<file path="src/rtl/sqm_fault_seq_if.sv">
// Start/done handshake and operand/result bundle for the sequential square-mod engine.
interface sqm_fault_seq_if #(
  parameter int W = 4
);
  localparam int LW = $clog2(2*W);
  localparam int ZW = $clog2(2*W+1);

  logic            start;
  logic [2*W-1:0]  A;
  logic [W-1:0]    B;
  logic            f_en;
  logic [LW-1:0]   f_loc;
  logic [1:0]      f_type;
  logic            busy;
  logic            done;
  logic [2*W-1:0]  Y;
  logic [ZW-1:0]   Z;
  logic            div_zero;

  modport master (
    output start, A, B, f_en, f_loc, f_type,
    input  busy, done, Y, Z, div_zero
  );

  modport slave (
    input  start, A, B, f_en, f_loc, f_type,
    output busy, done, Y, Z, div_zero
  );
endinterface

</file>
<file path="src/rtl/sqm_fault_seq.sv">
// Sequential Y = fault(B*B) mod A engine: shift-add square, one-bit fault, restoring
// remainder, then serial popcount of the remainder into Z.
module sqm_fault_seq #(
  parameter int W  = 4,
  parameter int LW = $clog2(2*W),
  parameter int ZW = $clog2(2*W+1)
) (
  input  logic           clk,
  input  logic           rst_n,
  sqm_fault_seq_if.slave bus
);

  typedef enum logic [2:0] {
    S_IDLE = 3'd0,
    S_SQ   = 3'd1,
    S_FLT  = 3'd2,
    S_MOD  = 3'd3,
    S_CNT  = 3'd4,
    S_DONE = 3'd5
  } state_e;

  state_e          state_q, state_d;
  logic [LW-1:0]   step_q, step_d;
  logic [2*W-1:0]  a_q, a_d;
  logic [W-1:0]    b_q, b_d;
  logic [2*W-1:0]  mc_q, mc_d;
  logic            fen_q, fen_d;
  logic [LW-1:0]   floc_q, floc_d;
  logic [1:0]      ftype_q, ftype_d;
  logic [2*W-1:0]  p_q, p_d;
  logic [2*W:0]    r_q, r_d;
  logic [ZW-1:0]   pc_q, pc_d;
  logic [2*W-1:0]  y_q, y_d;
  logic [ZW-1:0]   z_q, z_d;
  logic            dz_q, dz_d;
  logic            busy_q, busy_d;

  logic [2*W:0]    r_sh;
  logic [2*W-1:0]  fmask;

  always_ff @(posedge clk or negedge rst_n) begin
    if (!rst_n) begin
      state_q <= S_IDLE;
      step_q  <= '0;
      a_q     <= '0;
      b_q     <= '0;
      mc_q    <= '0;
      fen_q   <= 1'b0;
      floc_q  <= '0;
      ftype_q <= '0;
      p_q     <= '0;
      r_q     <= '0;
      pc_q    <= '0;
      y_q     <= '0;
      z_q     <= '0;
      dz_q    <= 1'b0;
      busy_q  <= 1'b0;
    end else begin
      state_q <= state_d;
      step_q  <= step_d;
      a_q     <= a_d;
      b_q     <= b_d;
      mc_q    <= mc_d;
      fen_q   <= fen_d;
      floc_q  <= floc_d;
      ftype_q <= ftype_d;
      p_q     <= p_d;
      r_q     <= r_d;
      pc_q    <= pc_d;
      y_q     <= y_d;
      z_q     <= z_d;
      dz_q    <= dz_d;
      busy_q  <= busy_d;
    end
  end

  always_comb begin
    state_d = state_q;
    step_d  = step_q;
    a_d     = a_q;
    b_d     = b_q;
    mc_d    = mc_q;
    fen_d   = fen_q;
    floc_d  = floc_q;
    ftype_d = ftype_q;
    p_d     = p_q;
    r_d     = r_q;
    pc_d    = pc_q;
    y_d     = y_q;
    z_d     = z_q;
    dz_d    = dz_q;
    r_sh    = {r_q[2*W-1:0], p_q[2*W-1]};
    fmask   = (2*W)'(1) << floc_q;

    case (state_q)
      S_IDLE: begin
        if (bus.start) begin
          a_d     = bus.A;
          b_d     = bus.B;
          mc_d    = {{W{1'b0}}, bus.B};
          fen_d   = bus.f_en;
          floc_d  = bus.f_loc;
          ftype_d = bus.f_type;
          p_d     = '0;
          r_d     = '0;
          pc_d    = '0;
          step_d  = '0;
          state_d = S_SQ;
        end
      end
      S_SQ: begin
        // Multiplier shifts right, multiplicand left: one partial product per cycle.
        p_d  = p_q + (b_q[0] ? mc_q : '0);
        b_d  = b_q >> 1;
        mc_d = mc_q << 1;
        if (step_q == LW'(W-1)) begin
          step_d  = '0;
          state_d = S_FLT;
        end else begin
          step_d = step_q + 1'b1;
        end
      end
      S_FLT: begin
        if (fen_q && ({1'b0, floc_q} < (LW+1)'(2*W))) begin
          case (ftype_q)
            2'b01:   p_d = p_q & ~fmask;
            2'b10:   p_d = p_q | fmask;
            2'b11:   p_d = p_q ^ fmask;
            default: p_d = p_q;
          endcase
        end
        state_d = S_MOD;
      end
      S_MOD: begin
        // P is consumed MSB first by shifting it left; A = 0 leaves R = P.
        p_d = p_q << 1;
        r_d = (r_sh >= {1'b0, a_q}) ? (r_sh - {1'b0, a_q}) : r_sh;
        if (step_q == LW'(2*W-1)) begin
          step_d  = '0;
          state_d = S_CNT;
        end else begin
          step_d = step_q + 1'b1;
        end
      end
      S_CNT: begin
        // Rotating the low 2W bits returns R to its original value after 2W steps.
        pc_d = pc_q + ZW'(r_q[0]);
        r_d  = {1'b0, r_q[0], r_q[2*W-1:1]};
        if (step_q == LW'(2*W-1)) begin
          step_d  = '0;
          y_d     = r_d[2*W-1:0];
          z_d     = pc_d;
          dz_d    = (a_q == '0);
          state_d = S_DONE;
        end else begin
          step_d = step_q + 1'b1;
        end
      end
      S_DONE: begin
        state_d = S_IDLE;
      end
      default: begin
        state_d = S_IDLE;
      end
    endcase

    busy_d = (state_q != S_IDLE) && (state_q != S_DONE) && (state_d != S_DONE);
  end

  assign bus.busy     = busy_q;
  assign bus.done     = (state_q == S_DONE);
  assign bus.Y        = y_q;
  assign bus.Z        = z_q;
  assign bus.div_zero = dz_q;

endmodule
</file>
<file path="src/flat_wrapper.sv">
// flat-port wrapper written by rule: the top's interface ports become plain ports
module sqm_fault_seq_flat 
#(
  parameter int W  = 4,
  parameter int LW = $clog2(2*W),
  parameter int ZW = $clog2(2*W+1)
)
  (clk, rst_n, bus_start, bus_A, bus_B, bus_f_en, bus_f_loc, bus_f_type, bus_busy, bus_done, bus_Y, bus_Z, bus_div_zero);
  sqm_fault_seq_if #(.W(W)) bus_i ();
  input  logic clk;
  input  logic rst_n;
  input wire logic [$bits(bus_i.start)-1:0] bus_start;
  input wire logic [$bits(bus_i.A)-1:0] bus_A;
  input wire logic [$bits(bus_i.B)-1:0] bus_B;
  input wire logic [$bits(bus_i.f_en)-1:0] bus_f_en;
  input wire logic [$bits(bus_i.f_loc)-1:0] bus_f_loc;
  input wire logic [$bits(bus_i.f_type)-1:0] bus_f_type;
  output wire logic [$bits(bus_i.busy)-1:0] bus_busy;
  output wire logic [$bits(bus_i.done)-1:0] bus_done;
  output wire logic [$bits(bus_i.Y)-1:0] bus_Y;
  output wire logic [$bits(bus_i.Z)-1:0] bus_Z;
  output wire logic [$bits(bus_i.div_zero)-1:0] bus_div_zero;
  assign bus_i.start = bus_start;
  assign bus_i.A = bus_A;
  assign bus_i.B = bus_B;
  assign bus_i.f_en = bus_f_en;
  assign bus_i.f_loc = bus_f_loc;
  assign bus_i.f_type = bus_f_type;
  assign bus_busy = bus_i.busy;
  assign bus_done = bus_i.done;
  assign bus_Y = bus_i.Y;
  assign bus_Z = bus_i.Z;
  assign bus_div_zero = bus_i.div_zero;
  sqm_fault_seq #(.W(W), .LW(LW), .ZW(ZW)) u_core (.clk(clk), .rst_n(rst_n), .bus(bus_i));
endmodule
</file>
<file path="config.mk">
export PLATFORM = sky130hd
export DESIGN_NAME = sqm_fault_seq_flat
export DESIGN_NICKNAME = d
export VERILOG_FILES = /design/src/rtl/sqm_fault_seq_if.sv /design/src/rtl/sqm_fault_seq.sv /design/src/flat_wrapper.sv
export SDC_FILE = /design/constraint.sdc
export NUM_CORES = 1
export LEC_CHECK = 0
export CAP_MARGIN = 5
export CORE_ASPECT_RATIO = 1.1
export CORE_UTILIZATION = 59
export DETAILED_ROUTE_END_ITERATION = 16
export PLACE_DENSITY = 0.9
export SYNTH_ARGS = -nofsm -noshare
export SYNTH_HDL_FRONTEND = slang
export SYNTH_SLANG_ARGS = --single-unit
</file>
<file path="constraint.sdc">
create_clock -name clk -period 3.2 [get_ports clk]
set_input_delay 0.96 -clock clk [delete_from_list [all_inputs] [get_ports clk]]
set_output_delay 0.96 -clock clk [all_outputs]
set_load 0.005 [all_outputs]
</file>
==> results of run 1 <==
-- metal layers --
layer	global-route usage, %	vias up	wire, µm
met5	0	-	0
met1	33.4	1725	4050
met4	13.1	0	308
met3	4.75	35	464
li1	-	1745	-
met2	44.5	123	4670
-- cells in the mapped netlist, types with 9 or more instances --
cell type / instances
inv_1: 24
a22o_1: 13
dfrtp_1: 66
mux2i_1: 12
and2_1: 11
buf_2: 9
a22oi_1: 12
ha_1: 37
o21ai_0: 34
a21oi_1: 18
clkbuf_1: 16
nand3_1: 11
nand2_1: 100
nor2_1: 18
-- kinds of logic after synthesis --
kind of cell / synth area share, %
adders and majority gates: 11.9
xor gates and xnor gates: 1.86
DFF: 39.0
muxes: 3.45
and+or+nand+nor: 18.3
AOI/OAI and AO/OA: 20.8
buffers and inverters: 4.69
-- where the power goes --
part	switching (W)	internal, W	leakage, nW
registers	0.000398	0.00118	0.833
logic	0.00144	0.00122	1.32
clock network	0.000333	0.000382	0.103
total	0.00217	0.00278	2.25
-- area by class of cell --
cell class	count	area, µm²
Clock buffer	10	138
Clock inverter	6	65.1
Fill cell	502	2100
Inverter	24	90.1
Multi-Input combinational cell	361	2400
Sequential cell	66	1650
Tap cell	85	106
Timing Repair Buffer	43	418
-- sequential cells by signal, indices dropped and copies added, names as in the netlist, 2 cells and up --
signal / flops
u_core.bus.Z: 4
u_core.pc_q: 4
u_core.p_q: 8
u_core.step_q: 3
u_core.b_q: 4
u_core.r_q: 8
u_core.floc_q: 3
u_core.mc_q: 8
u_core.a_q: 8
u_core.state_q: 3
u_core.bus.Y: 8
u_core.ftype_q: 2
-- through the flow --
| step | power [W] | cell area (µm²) | hold slack, ns | instances |
|---|---|---|---|---|
| after floorplan | 0.00347 | 4240 | 0.446 | 477 |
| after global placement | 0.00403 | 4660 | 0.457 | 579 |
| after detailed placement | 0.00421 | 4660 | 0.468 | 579 |
| after CTS | 0.00493 | 4860 | 0.485 | 595 |
| after global routing | 0.00534 | 4860 | 0.502 | 595 |
| final | 0.00495 | 4860 | 0.481 | 595 |
-- final timing paths --
kind	start	slack, ns	depth (start not counted)	endpoint
worst max-delay path	u_core.b_q[0]	0.60	9	u_core.p_q[6]
worst min-delay path	u_core.bus.Z[0]	0.48	2	u_core.bus.Z[0]
worst max register to register	u_core.b_q[0]	0.60	9	u_core.p_q[6]
worst min register to register	u_core.bus.Z[0]	0.48	2	u_core.bus.Z[0]
max in group asynchronous	rst_n	1.93	2	u_core.p_q[6]
min in group asynchronous	rst_n	0.64	1	u_core.pc_q[0]
-- worst reg2reg max path, cell delays in order, from the launching register on --
cell and delay (ns):
dfrtp_1 0.51, and2_1 0.25, ha_1 0.24, fa_1 0.42
a21o_1 0.17, a21o_1 0.21, a2111oi_0 0.43, a41o_1 0.14
o21ai_0 0.10, nand2_1 0.08
==> impl_metrics.prom, run 1 <==
# TYPE chip_impl_metric gauge
chip_impl_metric{name="clock_path_buffers",unit=""} 2
chip_impl_metric{name="first_global_vias",unit=""} 3557
chip_impl_metric{name="syn_to_final_growth",unit="%"} 14.8
chip_impl_metric{name="timing.final.crit_share",unit="%"} 81.2
chip_impl_metric{name="worst_slew_pin_slew",unit="ns"} 0.650
chip_impl_metric{name="finalHoldViolations",unit=""} 0
chip_impl_info{name="hold_class",value="reg -> reg"} 1
chip_impl_metric{name="cts_hold_repair.buffers",unit=""} 0
chip_impl_metric{name="synth_top_area_share",unit="%"} 39.0
chip_impl_info{name="cts.root.buffer_cell",value="clkbuf_8"} 1
chip_impl_info{name="timing.critical_path.from_type",value="flip-flop"} 1
chip_impl_info{name="synth_area_leaders",value="dfrtp_1, ha_1, nand2_1, o21ai_0, mux2i_1"} 1
chip_impl_info{name="sequence_of_cells_on_the_critical_path",value="and2_1 -> ha_1 -> fa_1 -> a21o_1 -> a21o_1 -> a2111oi_0 -> a41o_1 -> o21ai_0 -> nand2_1"} 1
chip_impl_metric{name="timing.fmax",unit="MHz"} 385
chip_impl_info{name="status",value="complete, no violations"} 1
chip_impl_metric{name="detailedPlace.worstSlack",unit="ns"} 0.467
chip_impl_metric{name="clkSlewWorstSetupHoldPaths",unit="ns"} 0.07
chip_impl_metric{name="chipHeight",unit="µm"} 90.9
chip_impl_metric{name="placement_rows",unit=""} 32
chip_impl_metric{name="final_core_utilization",unit="%"} 69.8
chip_impl_metric{name="floorplan.io_pins",unit=""} 36
chip_impl_metric{name="finClkSkew",unit="ns"} 0.00795
chip_impl_metric{name="syn_nets",unit=""} 537
chip_impl_metric{name="wirelength",unit="µm"} 9500
chip_impl_metric{name="fp.coreArea",unit="mm²"} 0.00697
chip_impl_metric{name="postSynthAreaPerCell",unit="µm²"} 8.88
chip_impl_info{name="tritoncts",value="yes"} 1
chip_impl_metric{name="leak_pwr",unit="nW"} 2.25
chip_impl_metric{name="cts.repair_timing.setup_buffer_count",unit=""} 0
chip_impl_metric{name="finish_stage_setup_viols",unit=""} 0
chip_impl_metric{name="maximum_net_fanout_on_the_critical_path",unit=""} 13
chip_impl_metric{name="post_route_cells_drive_above_1_share",unit="%"} 7.65
chip_impl_metric{name="start_util",unit="%"} 60.8
chip_impl_metric{name="drc",unit=""} 0
chip_impl_metric{name="netlist_area",unit="mm²"} 0.00424
chip_impl_info{name="cp_top_family",value="compound AO/OA/AOI/OAI gates"} 1
chip_impl_metric{name="ys_seq_elements",unit=""} 66
chip_impl_metric{name="hpwl",unit="µm"} 7030
chip_impl_metric{name="die_area",unit="mm²"} 0.00753
chip_impl_metric{name="dr.pass1.iters",unit=""} 4
chip_impl_metric{name="vias_per_cell",unit=""} 6.10
chip_impl_info{name="synth_top_flop_cell",value="dfrtp_1"} 1
chip_impl_metric{name="cts_resized",unit=""} 0
chip_impl_metric{name="vias",unit=""} 3628
chip_impl_info{name="layout_common_cells",value="nand2_1, dfrtp_1, ha_1"} 1
chip_impl_metric{name="synth_cells",unit=""} 477
chip_impl_metric{name="final.min_clock_period",unit="ns"} 2.60
chip_impl_metric{name="setup_tns",unit="ns"} 0
chip_impl_metric{name="nets",unit=""} 565
chip_impl_metric{name="worst-endpoint-arrival",unit="ns"} 2.87
chip_impl_info{name="crit_slowest_cell",value="dfrtp_1"} 1
chip_impl_metric{name="avgRoutedWirePerCell",unit="µm"} 16.0
chip_impl_metric{name="cp_data_required_time",unit="ns"} 3.47
chip_impl_metric{name="diode_insertion_count_for_antenna_repair",unit=""} 0
chip_impl_info{name="worst_path_most_repeated_cell",value="a21o_1"} 1
chip_impl_metric{name="numPortBuffers",unit=""} 35
chip_impl_metric{name="grt_pass1_wl",unit="µm"} 16300
chip_impl_metric{name="final-max-slew-violation-count",unit=""} 0
chip_impl_info{name="most_common_library_cell_in_the_layout_ignoring_fill_and_taps",value="nand2_1"} 1
chip_impl_metric{name="yosysWarningCount",unit=""} 0
chip_impl_metric{name="worst_slew_margin_rel",unit="%"} 56.6
chip_impl_metric{name="worst_slack",unit="ns"} 0.602
chip_impl_metric{name="synth-async-reset-ratio",unit="%"} 100
chip_impl_metric{name="track_usage",unit="%"} 26.7
chip_impl_metric{name="p_per_area",unit="mW/mm²"} 1020
chip_impl_metric{name="largest_net_degree_at_the_start_of_global_routing",unit=""} 40
chip_impl_metric{name="drtIter0Drc",unit=""} 305
chip_impl_metric{name="cts_max_level",unit=""} 3
chip_impl_metric{name="die_width",unit="µm"} 82.8
chip_impl_metric{name="synth_seq_area_share",unit="%"} 39.0
chip_impl_metric{name="drv_cap",unit=""} 0
chip_impl_metric{name="initial_antenna_violation_count",unit=""} 0
chip_impl_metric{name="synth-edff-count",unit=""} 0
chip_impl_metric{name="cts.sinks",unit=""} 66
chip_impl_metric{name="peak_supply_drop",unit="µV"} 650
chip_impl_metric{name="grt-ovfl-total",unit=""} 0
chip_impl_metric{name="cts-buffers-inserted",unit=""} 9
chip_impl_info{name="setup_repair_after_global_routing_missed_its_margin",value="no"} 1
chip_impl_metric{name="clkLatencyLatePin",unit="ns"} 0.34
chip_impl_info{name="timing.critical_path.to_type",value="flip-flop"} 1
chip_impl_metric{name="max_stage_delay",unit="ns"} 0.51
chip_impl_metric{name="gp_congestion",unit=""} 0.925
chip_impl_info{name="synthDominantAreaCellType",value="dfrtp_1"} 1
chip_impl_metric{name="antenna_violating_nets_left",unit=""} 0
chip_impl_info{name="path_class",value="reg -> reg"} 1
chip_impl_metric{name="critical_path.n_buffers_inverters",unit=""} 0
chip_impl_metric{name="yosys.cell_types.count",unit=""} 58
(Power assumes the default switching activity.)
==> run 2, diff against run 1 <==
--- a/config.mk
+++ b/config.mk
@@ -7,9 +7,9 @@
 export LEC_CHECK = 0
 export CAP_MARGIN = 5
 export CORE_ASPECT_RATIO = 1.1
-export CORE_UTILIZATION = 59
+export CORE_UTILIZATION = 53
 export DETAILED_ROUTE_END_ITERATION = 16
-export PLACE_DENSITY = 0.9
+export PLACE_DENSITY = 0.86
 export SYNTH_ARGS = -nofsm -noshare
 export SYNTH_HDL_FRONTEND = slang
 export SYNTH_SLANG_ARGS = --single-unit
==> constraint.sdc (replaced) <==
create_clock -name clk -period 2.1 [get_ports clk]
set_input_delay 0.63 -clock clk [delete_from_list [all_inputs] [get_ports clk]]
set_output_delay 0.63 -clock clk [all_outputs]
set_load 0.005 [all_outputs]
==> impl_metrics.prom, run 2 (synthesis gave the netlist of run 1 again) <==
# TYPE chip_impl_metric gauge
chip_impl_metric{name="start_util",unit="%"} 55.8
chip_impl_metric{name="clock_path_buffers",unit=""} 2
chip_impl_metric{name="gp_congestion",unit=""} 0.933
chip_impl_info{name="setup_repair_after_global_routing_missed_its_margin",value="yes"} 1
chip_impl_metric{name="cts.sinks",unit=""} 66
chip_impl_info{name="cts.root.buffer_cell",value="clkbuf_8"} 1
chip_impl_metric{name="diode_insertion_count_for_antenna_repair",unit=""} 0
chip_impl_metric{name="initial_antenna_violation_count",unit=""} 0
chip_impl_metric{name="die_area",unit="mm²"} 0.00836
chip_impl_metric{name="final-max-slew-violation-count",unit=""} 0
chip_impl_metric{name="grt_pass1_wl",unit="µm"} 18200
chip_impl_metric{name="chipHeight",unit="µm"} 95.8
chip_impl_metric{name="fp.coreArea",unit="mm²"} 0.00760
chip_impl_metric{name="syn_to_final_growth",unit="%"} 28.6
chip_impl_info{name="tritoncts",value="yes"} 1
chip_impl_info{name="hold_class",value="in -> async"} 1
chip_impl_metric{name="final.min_clock_period",unit="ns"} 2.23
chip_impl_metric{name="first_global_vias",unit=""} 3778
chip_impl_metric{name="worst_slew_margin_rel",unit="%"} 46.5
chip_impl_info{name="path_class",value="reg -> reg"} 1
chip_impl_info{name="timing.critical_path.from_type",value="flip-flop"} 1
chip_impl_metric{name="antenna_violating_nets_left",unit=""} 0
chip_impl_metric{name="vias",unit=""} 3991
chip_impl_metric{name="floorplan.io_pins",unit=""} 36
chip_impl_metric{name="cts_hold_repair.buffers",unit=""} 0
chip_impl_metric{name="drv_cap",unit=""} 0
chip_impl_metric{name="worst_slack",unit="ns"} -0.130
chip_impl_metric{name="placement_rows",unit=""} 33
chip_impl_metric{name="drtIter0Drc",unit=""} 389
chip_impl_metric{name="cts-buffers-inserted",unit=""} 9
chip_impl_metric{name="cp_data_required_time",unit="ns"} 2.39
chip_impl_metric{name="clkPwrFrac",unit="%"} 12.4
chip_impl_metric{name="pwr-share-seq",unit="%"} 25.9
chip_impl_metric{name="drc",unit=""} 0
chip_impl_metric{name="timing.final.crit_share",unit="%"} 106
chip_impl_metric{name="grt-ovfl-total",unit=""} 0
chip_impl_metric{name="internal_power",unit="W"} 0.00503
chip_impl_metric{name="finalHoldViolations",unit=""} 0
chip_impl_metric{name="leak_pwr",unit="nW"} 2.46
chip_impl_metric{name="net-switching-power",unit="W"} 0.00407
chip_impl_metric{name="timing.fmax",unit="MHz"} 448
chip_impl_metric{name="switching_share",unit="%"} 44.7
chip_impl_metric{name="overall_power",unit="W"} 0.00910
chip_impl_info{name="status",value="finished, violations left"} 1
chip_impl_info{name="most_common_library_cell_in_the_layout_ignoring_fill_and_taps",value="nand2_1"} 1
chip_impl_metric{name="peak_supply_drop",unit="µV"} 820
chip_impl_metric{name="dr.pass1.iters",unit=""} 5
chip_impl_metric{name="largest_net_degree_at_the_start_of_global_routing",unit=""} 31
chip_impl_metric{name="hpwl",unit="µm"} 7520
chip_impl_metric{name="worst-endpoint-arrival",unit="ns"} 2.52
chip_impl_metric{name="vias_per_cell",unit=""} 6.08
chip_impl_metric{name="cts_max_level",unit=""} 3
chip_impl_metric{name="die_width",unit="µm"} 87.3
chip_impl_metric{name="finClkSkew",unit="ns"} 0.0140
chip_impl_metric{name="post_route_cells_drive_above_1_share",unit="%"} 20.7
chip_impl_metric{name="clkLatencyLatePin",unit="ns"} 0.36
chip_impl_metric{name="numPortBuffers",unit=""} 35
chip_impl_metric{name="maximum_net_fanout_on_the_critical_path",unit=""} 2
chip_impl_metric{name="wirelength",unit="µm"} 11700
chip_impl_metric{name="p_per_area",unit="mW/mm²"} 1670
chip_impl_metric{name="track_usage",unit="%"} 28.6
chip_impl_metric{name="worst_slew_pin_slew",unit="ns"} 0.803
chip_impl_metric{name="combinationalPowerShare",unit="%"} 61.7
chip_impl_metric{name="finish_stage_setup_viols",unit=""} 9
chip_impl_info{name="layout_common_cells",value="nand2_1, dfrtp_1, buf_4"} 1
chip_impl_metric{name="clkSlewWorstSetupHoldPaths",unit="ns"} 0.09
chip_impl_metric{name="nets",unit=""} 606
chip_impl_info{name="failing_checks",value="negative setup slack"} 1
chip_impl_info{name="timing.critical_path.to_type",value="flip-flop"} 1
chip_impl_metric{name="setup_tns",unit="ns"} -0.433
chip_impl_metric{name="avgRoutedWirePerCell",unit="µm"} 17.8
## run 2: worst paths after layout
path | start | depth (start not counted) | slack (ns) | end
worst max-delay path | u_core.p_q[7] | 10 | -0.13 | u_core.r_q[6]
worst min-delay path | rst_n | 1 | 0.15 | u_core.state_q[1]
worst max register to register | u_core.p_q[7] | 10 | -0.13 | u_core.r_q[6]
worst min register to register | u_core.bus.Y[7] | 2 | 0.48 | u_core.bus.Y[7]
max in group asynchronous | rst_n | 3 | 1.21 | u_core.a_q[5]
min in group clk | u_core.bus.Y[7] | 2 | 0.48 | u_core.bus.Y[7]
## run 2: what timing repair did
item | in CTS | in global routing
gates cloned | 0 | 0
buffers inserted | 4 | 3
gates resized for setup | 19 | 23
endpoints found under the setup margin | 7 | 11
pin swaps | 12 | 13
## run 2: power groups by stage
| stage | clock, W | sequential [W] | combinational, W |
|---|---|---|---|
| detailed placement | 0 | 0.00229 | 0.00471 |
| floorplan | 0 | 0.00215 | 0.00319 |
| global placement | 0 | 0.00226 | 0.00443 |
| global route | 0.00119 | 0.00241 | 0.00603 |
| CTS | 0.00113 | 0.00230 | 0.00495 |
| finish | 0.00113 | 0.00235 | 0.00561 |
## run 2: through the flow
| step | cell area [µm²] | utilization, % | cells | setup WS, ns | hold slack (ns) |
|---|---|---|---|---|---|
| finish | 5450 | 71.7 | 656 | -0.130 | 0.152 |
| CTS | 5290 | 69.6 | 653 | -0.0546 | 0.165 |
| global route | 5450 | 71.7 | 656 | -0.171 | 0.171 |
| detailed placement | 4980 | 65.5 | 633 | -0.0969 | 0.463 |
| floorplan | 4290 | - | 477 | -0.0335 | 0.334 |
| global placement | 4980 | 65.5 | 633 | -0.0485 | 0.459 |
## run 2: area by class of cell
cell class              instances  area (µm²)
multi-input cells             361        2640
fillers                       521        2150
flip-flops and latches         66        1650
repair buffers                 84         732
well taps                     105         131
clock buffers                   9         124
inverters                      24        90.1
clock inverters                 7        77.6
## run 2: layer usage
metal  share of wire (%)  up-vias  track usage, %
met3                 7.7       40            6.17
met2                  48      214            47.4
met5                   0        -               0
met1                  41     1909            36.6
met4                 2.9        0            10.8
li1                    -     1828               -
## run 2: worst max-delay path, stage by stage, from the launching register on
cell and delay [ns]:
dfrtp_1 0.43, inv_2 0.11, ha_4 0.14, inv_2 0.04, fa_2 0.35, a211oi_2 0.26
o21bai_1 0.18, a21oi_1 0.23, xnor2_1 0.18, mux2i_1 0.12, o21ai_1 0.13
==> run 3, diff against run 2 <==
--- a/config.mk
+++ b/config.mk
@@ -8,6 +8,7 @@
 export CAP_MARGIN = 5
 export CORE_ASPECT_RATIO = 1.1
 export CORE_UTILIZATION = 53
+export CTS_CLUSTER_DIAMETER = 100
 export DETAILED_ROUTE_END_ITERATION = 16
 export PLACE_DENSITY = 0.86
 export SYNTH_ARGS = -nofsm -noshare
==> results of run 3 <==
Final layout, timing and power as in run 2 (identical DEF).
